$ cat src/rtl/btn_sched_pkg.sv
// Shared definitions for the round-robin button debounce scheduler.
package btn_sched_pkg;

  typedef logic [0:0] state_t;

  localparam state_t IDLE = 1'b0;
  localparam state_t SCAN = 1'b1;

  localparam int STABLE_CNT_DEF = 4;

  // Index width for N buttons, never narrower than one bit.
  function automatic int idx_w(input int n);
    return (n <= 2) ? 1 : $clog2(n);
  endfunction

endpackage

$ cat src/rtl/btn_debounce_sched_sync2.sv
// Two-flop synchroniser bringing raw asynchronous inputs into the clk domain.
module sync2 #(
  parameter int W = 4
) (
  input  logic         clk,
  input  logic         rstn,
  input  logic [W-1:0] d,
  output logic [W-1:0] q
);

  logic [W-1:0] s1_q, s1_d;
  logic [W-1:0] s2_q, s2_d;

  always_comb begin
    s1_d = d;
    s2_d = s1_q;
  end

  always_ff @(posedge clk or negedge rstn) begin
    if (!rstn) begin
      s1_q <= '0;
      s2_q <= '0;
    end else begin
      s1_q <= s1_d;
      s2_q <= s2_d;
    end
  end

  assign q = s2_q;

endmodule

$ cat src/rtl/btn_debounce_sched.sv
// Debounce scheduler: one counter/compare engine shared round-robin across all
// buttons, one button per clk after each sample tick.
module btn_debounce_sched
  import btn_sched_pkg::*;
#(
  parameter int N_BTN      = 4,
  parameter int STABLE_CNT = STABLE_CNT_DEF,
  parameter int CW         = 3
) (
  input  logic             clk,
  input  logic             rstn,
  input  logic             en,
  input  logic [N_BTN-1:0] btn,
  output logic [N_BTN-1:0] deb,
  output logic [N_BTN-1:0] rise,
  output logic [N_BTN-1:0] tog,
  output logic             busy,
  output logic             overrun
);

  localparam int IW = idx_w(N_BTN);

  logic [N_BTN-1:0] btn_s;

  state_t           state_q, state_d;
  logic [IW-1:0]    idx_q, idx_d;
  logic [N_BTN-1:0] samp_q, samp_d;
  logic [N_BTN-1:0] deb_q, deb_d;
  logic [N_BTN-1:0] rise_q, rise_d;
  logic [N_BTN-1:0] tog_q, tog_d;
  logic             overrun_q, overrun_d;
  logic [CW-1:0]    cnt_q [N_BTN];
  logic [CW-1:0]    cnt_d [N_BTN];

  sync2 #(.W(N_BTN)) u_sync (
    .clk  (clk),
    .rstn (rstn),
    .d    (btn),
    .q    (btn_s)
  );

  always_comb begin
    state_d   = state_q;
    idx_d     = idx_q;
    samp_d    = samp_q;
    deb_d     = deb_q;
    rise_d    = '0;
    tog_d     = tog_q;
    overrun_d = overrun_q;
    cnt_d     = cnt_q;

    if (state_q == IDLE) begin
      if (en) begin
        samp_d  = btn_s;
        idx_d   = '0;
        state_d = SCAN;
      end
    end else begin
      // A tick landing during a scan, including its last cycle, is dropped.
      if (en) overrun_d = 1'b1;

      if (samp_q[idx_q] == deb_q[idx_q]) begin
        cnt_d[idx_q] = '0;
      end else if (cnt_q[idx_q] == CW'(STABLE_CNT - 1)) begin
        deb_d[idx_q] = samp_q[idx_q];
        cnt_d[idx_q] = '0;
        if (samp_q[idx_q]) begin
          rise_d[idx_q] = 1'b1;
          tog_d[idx_q]  = ~tog_q[idx_q];
        end
      end else begin
        cnt_d[idx_q] = cnt_q[idx_q] + CW'(1);
      end

      if (idx_q == IW'(N_BTN - 1)) state_d = IDLE;
      else                         idx_d   = idx_q + IW'(1);
    end
  end

  always_ff @(posedge clk or negedge rstn) begin
    if (!rstn) begin
      state_q   <= IDLE;
      idx_q     <= '0;
      samp_q    <= '0;
      deb_q     <= '0;
      rise_q    <= '0;
      tog_q     <= '0;
      overrun_q <= 1'b0;
      for (int i = 0; i < N_BTN; i++) cnt_q[i] <= '0;
    end else begin
      state_q   <= state_d;
      idx_q     <= idx_d;
      samp_q    <= samp_d;
      deb_q     <= deb_d;
      rise_q    <= rise_d;
      tog_q     <= tog_d;
      overrun_q <= overrun_d;
      cnt_q     <= cnt_d;
    end
  end

  assign deb     = deb_q;
  assign rise    = rise_q;
  assign tog     = tog_q;
  assign busy    = (state_q == SCAN);
  assign overrun = overrun_q;

endmodule
$ cat config.mk
export PLATFORM = sky130hd
export DESIGN_NAME = btn_debounce_sched
export DESIGN_NICKNAME = d
export VERILOG_FILES = /design/src/rtl/btn_sched_pkg.sv /design/src/rtl/btn_debounce_sched_sync2.sv /design/src/rtl/btn_debounce_sched.sv
export SDC_FILE = /design/constraint.sdc
export NUM_CORES = 1
export LEC_CHECK = 0
export ABC_AREA = 1
export BUFFER_PORTS_ARGS = -buffer_cell sky130_fd_sc_hd__buf_2
export CORE_MARGIN = 2
export CORE_UTILIZATION = 55
export CTS_CLUSTER_DIAMETER = 100
export DETAILED_ROUTE_END_ITERATION = 8
export HOLD_SLACK_MARGIN = 0.08
export PLACE_DENSITY = 0.75
export SETUP_SLACK_MARGIN = 0.15
export SLEW_MARGIN = 20
export SYNTH_ARGS = -nofsm -noshare
export SYNTH_HDL_FRONTEND = slang
export SYNTH_HIERARCHICAL = 1
export SYNTH_SLANG_ARGS = --single-unit
$ cat constraint.sdc
create_clock -name clk -period 2.69 [get_ports clk]
set_input_delay 0 -clock clk [delete_from_list [all_inputs] [get_ports clk]]
set_output_delay 0 -clock clk [all_outputs]
set_load 0.05 [all_outputs]
==> impl_metrics.yaml <==
outcome:
  outcome: "finished, final reports clean"
timing:
  setup_ws_ns: 0.388
  max_slew_margin: 0.431
  skew_ns: 0.00914
  fin_crit_sh: 0.856
  whs_ns: 0.340
  rsz0062_at_grt: "no"
  fin_tns_setup_ns: 0
  drv_slew: 0
  worst_pin_slew_ns: 0.853
  fmax_mhz: 434
  setup_viol: 0
  hold_viol: 0
  fin_crit_ns: 2.30
routing:
  dr.pass1.iters: 6
  routedWlPerCell_um: 13.3
  drcViolationCount: 0
  antenna_left: 0
  vias: 2039
  wl_mm: 5.05
  dr.first_iter.drc_count: 129
  vias_per_cell: 5.35
clocking:
  clock_sinks: 40
  cts_made_buffers: 5
  clock_path_buffers: 2
  cts_tree: "built"
  clock_latency_ns: 0.30
  ctsHtreeMaxLevel: 2
  clkSlewWorstSetupHoldPaths_ns: 0.09
  cts_root_buffer: "clkbuf_8"
grt:
  grt_usage: 0.245
  antenna_found_initial: 0
  gr-total-overflow: 0
  grt_pass1_vias: 1889
  grt_pass1_wl_mm: 8.38
  grt_start_max_net_pins: 41
placed_design:
  dp_slack_ns: 0.450
  dp_cells: 367
  dp_hpwl_mm: 3.50
  io_buffers: 20
  dpl_cell_area_um2: 2380
  gp_congestion: 0.908
synthesis:
  synth_cell_type_count: 25
  synth_fp_nets: 318
  synth.avg_cell_area_um2: 7.45
  syn_area_um2: 2260
  yosysWarnings: 6
  synth_top_area_frac: 0.442
  yosysSeqAreaShare: 0.442
  synth_top_area_cell: "dfrtp_1"
  synth_seq_cells: 40
  ys_top_cells_by_area: "dfrtp_1 (44%), nand2_1 (21%), nand3_1 (8.4%)"
  synthCells: 304
setup_path:
  crit_arrival_ns: 2.54
  cp-start-kind: "register"
  reg2reg_from: "idx_q[0]"
  critPathMaxFanout: 16
  end_kind: "register"
  critical_path_class: "reg -> reg"
  worstSetupStartpoint: "idx_q[0]"
  cp.required_ns: 2.92
die:
  core_um2: 3970
  num_rows: 23
  die_h_um: 68.2
  die_w_um: 68.2
  die_area_um2: 4650
  ios: 21
  start_util: 0.570
layout:
  design_area_um2: 2560
  stdcell_count: 381
  final_common_cell: "nand2_1"
  diodes: 0
  drive_gt1_frac: 0.145
  nets: 344
  area_delta_synth_final_pct: 12.9
  n_fill_cell: 338
  final_cell_mix: "nand2_1 (124), nand3_1 (38), dfrtp_1 (38), inv_1 (25), buf_2 (20)"
power_and_ir_drop:
  intPower_w: 0.00158
  power.share.switching: 0.524
  p_clk_frac: 0.152
  p_comb_frac: 0.567
  ir_drop_mv: 0.630
  switching_power_w: 0.00174
  p_per_area_nw_per_um2: 1300
  pwr-share-seq: 0.281
  leakagePower_nw: 1.38
flow_run:
  max-cap-violations: 0
min_path:
  hold_path.class: "in -> async"
[routing by layer]
| metal | global-route usage | wire, um | vias to the layer above |
|---|---|---|---|
| li1 | - | - | 1015 |
| met1 | 0.313 | 2200 | 926 |
| met2 | 0.392 | 2380 | 83 |
| met3 | 0.0609 | 333 | 15 |
| met4 | 0.105 | 135 | 0 |
| met5 | 0 | 0 | - |
[power by group through the flow]
stage               sequential (W)  combinational [W]  clock [W]
floorplan                  0.00102            0.00142          0
global placement          0.000931            0.00183          0
detailed placement        0.000937            0.00184          0
CTS                       0.000928            0.00186   0.000520
global route              0.000958            0.00209   0.000552
finish                    0.000933            0.00188   0.000507
[synthesized netlist by cell type]
cell type and number:
nand2_1 124, dfrtp_1 40, nand3_1 38, inv_1 25, o21ai_0 17, nor2_1 12
ha_1 7, a21oi_1 4, buf_6 4, clkbuf_1 4, nand2_2 4, nor3_1 4
buf_2 2, inv_4 2, mux2_2 2, nand2_4 2, nand3_2 2, o21ai_1 2
o22ai_1 2, o31ai_1 2, a21o_1 1, buf_4 1, clkinv_1 1, nor2_4 1
nor3_4 1
[critical path: stages (launching register included)]
cell	delay (ns)
dfrtp_2	0.46
buf_4	0.19
nand2_1	0.07
nand3_1	0.07
nand2_1	0.15
inv_1	0.06
ha_1	0.21
ha_1	0.22
clkinv_1	0.09
buf_4	0.19
nand3_1	0.09
o21ai_0	0.09
nand2_1	0.09
nand2_1	0.07
nand3_1	0.10
nand2_1	0.08
[cell type report]
class | count | area, um^2 | area share
multi-input cells | 225 | 1080 | 0.421
clock inverters | 3 | 46.3 | 0.0181
repair buffers | 30 | 190 | 0.0744
clock buffers | 5 | 68.8 | 0.0269
well taps | 50 | 62.6 | 0.0245
flip-flops and latches | 40 | 1000 | 0.392
inverters | 28 | 110 | 0.0431
[sequential cells by signal, indices dropped and copies added, names as in the netlist]
name	count
samp_q	4
u_sync/q	4
rise	4
cnt_q	12
idx_q	2
tog	4
u_sync/s1_q	4
overrun	1
deb	4
busy	1
[per-stage QoR]
step | total power [W] | util
final | 0.00332 | 0.644
after global routing | 0.00360 | 0.644
after CTS | 0.00331 | 0.643
after detailed placement | 0.00278 | 0.599
after global placement | 0.00276 | 0.599
after floorplan | 0.00245 | -
[final timing paths]
check,endpoint,slack (ns),depth (start not counted)
setup / recovery,cnt_q[7],0.39,15
hold / removal,deb[3],0.34,2
setup reg to reg,cnt_q[7],0.39,15
hold reg to reg,u_sync/q[0],0.35,0
max in group asynchronous,idx_q[0],1.77,2
min in group clk,u_sync/s1_q[0],0.35,2
[cells by family (layout without fill, tap and decap cells)]
kind of cell	Yosys count	count (layout)	share of synthesized area
AO/OA/AOI/OAI	28	28	0.0663
AND/OR/NAND/NOR	188	188	0.360
flip-flops	40	40	0.442
buffers and inverters	39	66	0.0829
multiplexers	2	2	0.00994
adder cells (fa/ha/maj)	7	7	0.0387
[repair_timing]
action,CTS,global route
setup endpoints to repair,0,1
hold buffers,6,0
setup buffers,0,0
hold endpoints to repair,45,0
resized for setup,0,2
(Power assumes the default switching activity.)
